**config.mk**
```make
export PLATFORM = sky130hd
export DESIGN_NAME = led_recv
export DESIGN_NICKNAME = d
export VERILOG_FILES = /design/src/rtl/led_pkg.sv /design/src/rtl/led_recv_sync.sv /design/src/rtl/led_recv.sv
export SDC_FILE = /design/constraint.sdc
export NUM_CORES = 1
export LEC_CHECK = 0
export ABC_AREA = 0
export ABC_CLOCK_PERIOD_IN_PS = 5100
export BUFFER_PORTS_ARGS = -buffer_cell sky130_fd_sc_hd__clkbuf_2
export CORE_MARGIN = 3
export CORE_UTILIZATION = 25
export CTS_CLUSTER_DIAMETER = 120
export CTS_CLUSTER_SIZE = 10
export DETAILED_ROUTE_END_ITERATION = 12
export PLACE_DENSITY = 0.42
export RECOVER_POWER = 100
export SYNTH_ARGS = -nofsm -noshare
export SYNTH_HDL_FRONTEND = slang
export SYNTH_SLANG_ARGS = --single-unit
```
**constraint.sdc**
```tcl
create_clock -name clk -period 5.1 [get_ports clk]
set_input_delay 1.02 -clock clk [delete_from_list [all_inputs] [get_ports clk]]
set_output_delay 1.02 -clock clk [all_outputs]
set_load 0.01 [all_outputs]
```
**src/rtl/led_pkg.sv**
```systemverilog
// Shared definitions for the LED serial link (receiver side, shared constants
// with the transmitter).
//   recv_state_t : receiver frame-tracking states
//   led_word_t   : field view of one 32-bit LED frame word
//   ERR_*        : err_code values
package led_pkg;

   localparam int unsigned WORD_W   = 32;
   localparam int unsigned BRIGHT_W = 5;
   localparam int unsigned DATA_W   = 24;
   localparam int unsigned ZCNT_W   = 6;
   localparam int unsigned BCNT_W   = 5;

   typedef enum logic [1:0] {
      HUNT  = 2'd0,
      ALIGN = 2'd1,
      LED   = 2'd2,
      END   = 2'd3
   } recv_state_t;

   localparam logic [1:0] ERR_HDR = 2'd1;
   localparam logic [1:0] ERR_END = 2'd2;
   localparam logic [1:0] ERR_TMO = 2'd3;

   localparam logic [WORD_W-1:0] START_WORD = 32'h0000_0000;
   localparam logic [WORD_W-1:0] END_WORD   = 32'hFFFF_FFFF;
   localparam logic [2:0]        HDR        = 3'b111;

   // One LED frame: 3-bit header, 5-bit brightness, {BLUE, GREEN, RED}
   typedef struct packed {
      logic [2:0]          hdr;
      logic [BRIGHT_W-1:0] bright;
      logic [DATA_W-1:0]   bgr;
   } led_word_t;

endpackage

```
**src/rtl/led_recv_sync.sv**
```systemverilog
// Brings the link clock/data into the clk domain and flags cki rising edges.
//   clk, rst : system clock, synchronous active-high reset
//   cki_i    : raw serial clock from the link
//   sdi_i    : raw serial data from the link
//   rise_o   : one clk high per synchronized cki rising edge
//   bit_o    : synchronized data, valid to sample while rise_o is high
module led_recv_sync (
   input  logic clk,
   input  logic rst,
   input  logic cki_i,
   input  logic sdi_i,
   output logic rise_o,
   output logic bit_o
);

   logic cki_s1_q, cki_s2_q, cki_s3_q;
   logic sdi_s1_q, sdi_s2_q;

   // Two-flop synchronizers; third cki flop gives the previous level
   always_ff @(posedge clk) begin
      if (rst) begin
         cki_s1_q <= 1'b0;
         cki_s2_q <= 1'b0;
         cki_s3_q <= 1'b0;
         sdi_s1_q <= 1'b0;
         sdi_s2_q <= 1'b0;
      end else begin
         cki_s1_q <= cki_i;
         cki_s2_q <= cki_s1_q;
         cki_s3_q <= cki_s2_q;
         sdi_s1_q <= sdi_i;
         sdi_s2_q <= sdi_s1_q;
      end
   end

   // sdi and cki share the same synchronizer depth, so sdi_s2 is aligned
   assign rise_o = cki_s2_q & ~cki_s3_q;
   assign bit_o  = sdi_s2_q;

endmodule

```
**src/rtl/led_recv.sv**
```systemverilog
// LED serial link receiver: finds the zero start frame, deserializes LED_NUM
// LED words and checks the all-ones end frame.
//   clk, rst    : 150 MHz system clock, synchronous active-high reset
//   cki, sdi    : serial clock/data from the link (async to clk)
//   led_valid   : pulse, LED frame decoded (led_bright/led_data/led_idx)
//   frame_done  : pulse, valid end frame received (led_count updated)
//   err         : pulse, protocol error; err_code held until the next err
//   busy        : high while a frame is being tracked
module led_recv
   import led_pkg::*;
#(
   parameter int unsigned LED_NUM     = 4,
   parameter int unsigned TIMEOUT_CNT = 64,
   parameter int unsigned IDX_W       = 8
) (
   input  logic                clk,
   input  logic                rst,
   input  logic                cki,
   input  logic                sdi,
   output logic                led_valid,
   output logic [BRIGHT_W-1:0] led_bright,
   output logic [DATA_W-1:0]   led_data,
   output logic [IDX_W-1:0]    led_idx,
   output logic                frame_done,
   output logic [IDX_W-1:0]    led_count,
   output logic                err,
   output logic [1:0]          err_code,
   output logic                busy
);

   localparam int unsigned IDLE_W = $clog2(TIMEOUT_CNT + 1);

   logic rise;
   logic sbit;

   led_recv_sync u_sync (
      .clk    (clk),
      .rst    (rst),
      .cki_i  (cki),
      .sdi_i  (sdi),
      .rise_o (rise),
      .bit_o  (sbit)
   );

   recv_state_t         state_q;
   logic [ZCNT_W-1:0]   zero_cnt_q;
   logic [BCNT_W-1:0]   bit_cnt_q;
   logic [IDX_W-1:0]    led_cnt_q;
   logic [IDLE_W-1:0]   idle_cnt_q;
   logic [WORD_W-1:0]   word_q;
   logic                word_rdy_q;

   logic                led_valid_q;
   logic [BRIGHT_W-1:0] led_bright_q;
   logic [DATA_W-1:0]   led_data_q;
   logic [IDX_W-1:0]    led_idx_q;
   logic                frame_done_q;
   logic [IDX_W-1:0]    led_count_q;
   logic                err_q;
   logic [1:0]          err_code_q;
   logic                busy_q;

   led_word_t w;
   assign w = led_word_t'(word_q);

   // Frame tracker and deserializer. A completed word is registered first and
   // judged on the following clk (word_rdy_q); cki phases of >= 2 clk keep a
   // new rise from landing in that judging cycle.
   always_ff @(posedge clk) begin
      if (rst) begin
         state_q      <= HUNT;
         zero_cnt_q   <= '0;
         bit_cnt_q    <= '0;
         led_cnt_q    <= '0;
         idle_cnt_q   <= '0;
         word_q       <= '0;
         word_rdy_q   <= 1'b0;
         led_valid_q  <= 1'b0;
         led_bright_q <= '0;
         led_data_q   <= '0;
         led_idx_q    <= '0;
         frame_done_q <= 1'b0;
         led_count_q  <= '0;
         err_q        <= 1'b0;
         err_code_q   <= '0;
         busy_q       <= 1'b0;
      end else begin
         led_valid_q  <= 1'b0;
         frame_done_q <= 1'b0;
         err_q        <= 1'b0;

         // Clocks since the last rise; only meaningful outside HUNT
         if (rise || state_q == HUNT) begin
            idle_cnt_q <= '0;
         end else begin
            idle_cnt_q <= idle_cnt_q + IDLE_W'(1);
         end

         if (word_rdy_q) begin
            word_rdy_q <= 1'b0;
            if (state_q == LED) begin
               if (w.hdr != HDR) begin
                  err_q      <= 1'b1;
                  err_code_q <= ERR_HDR;
                  state_q    <= HUNT;
                  busy_q     <= 1'b0;
                  zero_cnt_q <= '0;
                  bit_cnt_q  <= '0;
                  led_cnt_q  <= '0;
                  idle_cnt_q <= '0;
               end else begin
                  led_valid_q  <= 1'b1;
                  led_bright_q <= w.bright;
                  led_data_q   <= w.bgr;
                  led_idx_q    <= led_cnt_q;
                  led_cnt_q    <= led_cnt_q + IDX_W'(1);
                  if (led_cnt_q == IDX_W'(LED_NUM - 1)) begin
                     state_q <= END;
                  end
               end
            end else begin
               if (word_q == END_WORD) begin
                  frame_done_q <= 1'b1;
                  led_count_q  <= IDX_W'(LED_NUM);
               end else begin
                  err_q      <= 1'b1;
                  err_code_q <= ERR_END;
               end
               state_q    <= HUNT;
               busy_q     <= 1'b0;
               zero_cnt_q <= '0;
               bit_cnt_q  <= '0;
               led_cnt_q  <= '0;
               idle_cnt_q <= '0;
            end
         end else if (rise) begin
            case (state_q)
               HUNT: begin
                  if (sbit) begin
                     zero_cnt_q <= '0;
                  end else if (zero_cnt_q == ZCNT_W'(31)) begin
                     zero_cnt_q <= '0;
                     state_q    <= ALIGN;
                     busy_q     <= 1'b1;
                  end else begin
                     zero_cnt_q <= zero_cnt_q + ZCNT_W'(1);
                  end
               end
               ALIGN: begin
                  // Extra start zeros are absorbed; the first 1 is bit 31
                  if (sbit) begin
                     word_q    <= {START_WORD[WORD_W-2:0], 1'b1};
                     bit_cnt_q <= BCNT_W'(1);
                     state_q   <= LED;
                  end
               end
               default: begin
                  word_q    <= {word_q[WORD_W-2:0], sbit};
                  bit_cnt_q <= bit_cnt_q + BCNT_W'(1);
                  if (bit_cnt_q == BCNT_W'(WORD_W - 1)) begin
                     word_rdy_q <= 1'b1;
                  end
               end
            endcase
         end else if (state_q != HUNT && idle_cnt_q == IDLE_W'(TIMEOUT_CNT - 1)) begin
            // Link clock stalled mid-frame: abandon it
            err_q      <= 1'b1;
            err_code_q <= ERR_TMO;
            state_q    <= HUNT;
            busy_q     <= 1'b0;
            zero_cnt_q <= '0;
            bit_cnt_q  <= '0;
            led_cnt_q  <= '0;
            idle_cnt_q <= '0;
         end
      end
   end

   assign led_valid  = led_valid_q;
   assign led_bright = led_bright_q;
   assign led_data   = led_data_q;
   assign led_idx    = led_idx_q;
   assign frame_done = frame_done_q;
   assign led_count  = led_count_q;
   assign err        = err_q;
   assign err_code   = err_code_q;
   assign busy       = busy_q;

endmodule
```
; After elaboration in Yosys (flattened, before gate mapping)
; Cells that the tools add are included.
[word_totals]
reg_bits = 110
input_bits = 4
output_inout_bits = 51
word_cells = 132
[op_classes]
add_sub_neg = 4
n_eq_ne = 21
mux = 61
bitwise_logic = 7
n_reduce_logical = 18
[ops]
columns = cell, count
row1 = $pmux 32 s2, 1
row2 = $mux 6, 8
row3 = $mux 7, 6
row4 = $mux 8, 5
row5 = $eq 32x32->1 const B, 1
row6 = $mux 32, 1
row7 = $mux 2, 15
row8 = $mux 5, 6
row9 = $mux 1, 17
row10 = $ne 3x3->1 const B, 4
row11 = $reduce_and 4->1, 3
row12 = $pmux 5 s2, 1
row13 = $reduce_and 3->1, 3
row14 = $add 8x1->8 const B, 1
row15 = $eq 8x2->1 const B, 1
row16 = $ne 4x3->1 const B, 2
row17 = $add 7x1->7 const B, 1
row18 = $eq 7x6->1 const B, 1
row19 = $add 6x1->6 const B, 1
row20 = $eq 6x5->1 const B, 1
row21 = $ne 3x1->1 const B, 2
row22 = $not 1->1, 6
row23 = $reduce_and 6->1, 1
row24 = $reduce_or 3->1, 2
row25 = other kinds (19), 21

; Logic depth before layout (Yosys ltp)
[depth]
word_depth = 7
depth_mapped = 8

; Modules after synthesis
; A second synthesis with hierarchy kept.
[unflattened]
cells_unflattened = 515
area_unflattened_um2 = 4465.5
[modules_own_cells]
columns = mod, n_inst, cells_per_inst, area_each_um2
row1 = led_recv, 1, 504, 4327.9
row2 = led_recv_sync, 1, 11, 137.6

; Least setup slack after synthesis
; OpenSTA, ideal clock, no wires.
[synth_path]
kind = register to register
startpoint = reg zero_cnt_q[0]
endpoint = reg state_q[1]
setup_ns = 0.121
t_arrival_ns = 2.085
t_required_ns = 4.979
slack_ns = 2.894
path_stages_with_launch = 7
path_cell_list = dfxtp_1 -> ha_1 -> nand2_1 -> or4_4 -> a32o_2 -> a2111oi_4 -> mux2_4
[synth_between]
elab_chain_len = 3
[synth_lines]
columns = element, line_no
row1 = start: declaration, led_recv.sv:46  ; logic [ZCNT_W-1:0] zero_cnt_q;
row2 = start signal: assignment, led_recv.sv:146  ; zero_cnt_q <= zero_cnt_q + ZCNT_W'(1);
row3 = $eq 6x5->1, led_recv.sv:141  ; end else if (zero_cnt_q == ZCNT_W'(31)) begin
row4 = $ne 4x3->1 (no line), --
row5 = $reduce_and 6->1 (no line), --
row6 = end signal: assignment, led_recv.sv:143  ; state_q <= ALIGN;
row7 = end signal: assignment, led_recv.sv:154  ; state_q <= LED;
row8 = end signal: assignment, led_recv.sv:169  ; state_q <= HUNT;
row9 = end: declaration, led_recv.sv:45  ; recv_state_t state_q;
; Every way passes these cells.
; A chain may end at the register's enable or synchronous reset.

; Worst setup path in the final report
; Ends and elaborated chain as after synthesis.

==> summary.md <==
| Metric | Value |
|---|---|
| WP buf/inv | `0` |
| CTS root buf | `clkbuf_16` |
| Placement row count | `47` |
| Max frequency | `0.3573 GHz` |
| Clock share of power | `0.448` |
| Top post-synthesis cells by area | `dfxtp_1 (52%), nand2_1 (8.0%), a21oi_1 (6.1%), a22o_1 (5.8%), nor2_1 (3.7%)` |
| Vias in the first global route | `around 3400` |
| Cells after Synth | `between 400 and 500` |
| Post-synth ARST share | `0` |
| 1st-pass router iterations | `4` |
| Violated checks | `max-capacitance violations, max-slew violations` |
| Crit end category | `flop` |
| Setup_tns | `0 ns` |
| Commonest non-fill, non-tap cell in the layout | `dfxtp_1` |
| Area delta synth->final | `14.44%` |
| Share of cells above drive strength 1 | `0.05202` |
| Period utilization | `0.5488` |
| Seq cells post-synth | `110` |
| Gp weighted congestion | `roughly 0.78` |
| Crit-path leading delay family | `compound AO/OA/AOI/OAI gates` |
| I/O pin count | `55` |
| Max-slew headroom | `-0.1178` |
| Clk_skew | `roughly 0.0065 ns` |
| Placed cell count | `around 720` |
| Largest fanout on the critical path | `5` |
| Initial Utilization | `0.2557` |
| Final wirelength | `slightly above 10 mm` |
| Synth Flop Type | `dfxtp_1` |
| Worst EP arrival | `slightly above 3 ns` |
| Switch share | `0.2229` |
| # H-tree levels | `3` |
| Cell variety after synth | `50` |
| ANT cells | `0` |
| CTS Buf Count | `9` |
| Min Hold Slack | `0.4441 ns` |
| EDFF count, synth | `0` |
| Drt wl/cell | `13.76 microns` |
| DPL Wire Length | `between 6 and 7 mm` |
| CTS tree | `built` |
| Vias/cell | `between 4 and 5` |
| Reg clk slew, reported paths | `roughly 0.07 ns` |
| Placed Area | `approximately 4700 sq um` |
| RSZ-0062 raised after global routing | `false` |
| Switching power | `between 300 and 400 uW` |
| Nets@finish | `between 500 and 600` |
| Drt initial violations | `about 210` |
| Port Buffers | `47` |
| CP required | `between 5 and 6 ns` |
| Pint | `approximately 1300 uW` |
| Worst stage delay on the critical path | `0.81 ns` |
| Cts repair resizes | `0` |
| Crit-path slowest cell | `a2111oi_0` |
| Peak supply drop | `roughly 0.00015 V` |
| Clk Latency, worst-skew pair | `~0.35 ns` |
| Combinational share of power | `0.017` |
| Design area | `~5000 sq um` |
| Total track usage | `0.1157` |
| Clock Tree Buf Depth | `2` |
| Antenna Nets Post-Route | `0` |
| Grt ovf | `0` |
| Yosys Warn Count | `0` |
| Die area | `18620 sq um` |
| Post-synthesis sequential area ratio | `0.5175` |
| Die width | `approximately 140 microns` |
| Core ar. | `about 17000 sq um` |
| Min cycle time layout | `2.799 ns` |
| Largest net degree at the start of global routing | `71` |
| Leakage power total | `roughly 0.0016 uW` |
| Maxcap violations | `1` |
| Yosys top cell by area | `dfxtp_1` |
| Worst slew pin tran | `1.677 ns` |
| Worst min path class | `reg2reg` |
| Mapped Area | `4255 sq um` |
| Final hold viol count | `0` |
| Status | `finished with violations` |
| Synth top area share | `0.5175` |
| CP cell instances | `ha_1 -> nand2_1 -> or4_1 -> a32o_2 -> a2111oi_0 -> mux2_4` |
| CP Launch Type | `flop` |
| Pwr dens | `~330 nW/um^2` |
| Register share of total power | `0.534` |
| Global-route wire length before repair | `around 17 mm` |
| Most frequent cells in the layout | `dfxtp_1 (110), nand2_1 (91), a21oi_1 (52)` |
| Post-CTS Setup Bufs | `0` |
| Final max-slew violation count | `40` |
| Initial antenna violation count | `0` |
| Final setup viols | `0` |
| Kind of critical path | `reg2reg` |
| Die span in y | `about 140 microns` |
| # hold bufs at CTS | `0` |
| CTS Sinks | `between 100 and 150` |
| Vias | `around 3400` |
| Non-filler cells in the finished layout | `about 740` |
| Drt drc | `0` |
| Syn Area/Cell | `just under 9 sq um` |
registers in the layout, indices dropped and copies added, names as in the netlist, 2 cells and up:
name	flops
led_cnt_q	8
zero_cnt_q	6
led_bright	5
led_idx	8
w	32
led_data	24
idle_cnt_q	7
state_q	2
err_code	2
bit_cnt_q	5
logic make-up after synthesis:
kind of cell / Yosys count / share of synthesized area
simple gates: 198 / 0.2108
fa+ha+maj: 5 / 0.01470
other cells: 1 / 0.0008812
xor+xnor: 9 / 0.01852
buf+inv: 42 / 0.04499
flops: 110 / 0.5175
mux: 5 / 0.01323
compound gates: 112 / 0.1794
stage by stage:
stage	worst slack (ns)	utilization	power, uW
finish	2.301	0.2926	1613
global route	2.040	0.2926	1684
CTS	2.742	0.2982	1644
detailed placement	2.669	0.2797	911.4
global placement	2.685	0.2797	911.3
floorplan	2.894	-	908.4
per-layer routing:
metal,up-vias,track usage,share of wire
li1,1742,-,-
met1,1544,0.1645,0.53
met2,76,0.1695,0.41
met3,9,0.02887,0.044
met4,0,0.04031,0.015
met5,-,0,0
worst paths after layout:
| kind | from | slack, ns | to | cells after the start |
|---|---|---|---|---|
| setup reg to reg | zero_cnt_q[0]$_SDFFE_PP0P_ | 2.30 | state_q[1]$_SDFFE_PP0P_ | 6 |
| setup / recovery | zero_cnt_q[0]$_SDFFE_PP0P_ | 2.30 | state_q[1]$_SDFFE_PP0P_ | 6 |
| hold / removal | u_sync.cki_s1_q$_SDFF_PP0_ | 0.44 | u_sync.cki_s2_q$_SDFF_PP0_ | 1 |
| hold reg to reg | u_sync.cki_s1_q$_SDFF_PP0_ | 0.44 | u_sync.cki_s2_q$_SDFF_PP0_ | 1 |
power by group through the flow:
stage | registers, uW | clock network, uW | logic (uW)
4_1_cts | 862 | 752 | 29.9
3_5_place_dp | 882 | 0 | 29.3
2_1_floorplan | 881 | 0 | 27.0
5_1_grt | 862 | 790 | 32.1
6_report | 862 | 724 | 28.1
3_3_place_gp | 882 | 0 | 29.2
synthesized netlist by cell type, types with 5 or more instances:
cell type	number
buf_1	5
nor2b_1	9
xor2_1	5
dfxtp_1	110
a22o_1	28
nand2_1	91
nand3_1	11
buf_2	6
clkbuf_1	18
nor2_1	42
buf_4	7
ha_1	5
o21ai_0	8
inv_1	6
a22oi_1	5
nand4_1	9
a21oi_1	52
nor3_1	11
layout make-up:
class	instances	area [sq um]
well taps	220	275.3
repair buffers	51	205.2
multi-input cells	336	1856
inverters	6	22.52
flip-flops and latches	110	2202
clock inverters	7	83.83
clock buffers	9	225.2
fillers	1783	11770
No activity file was read; power rests on OpenSTA's default activity.
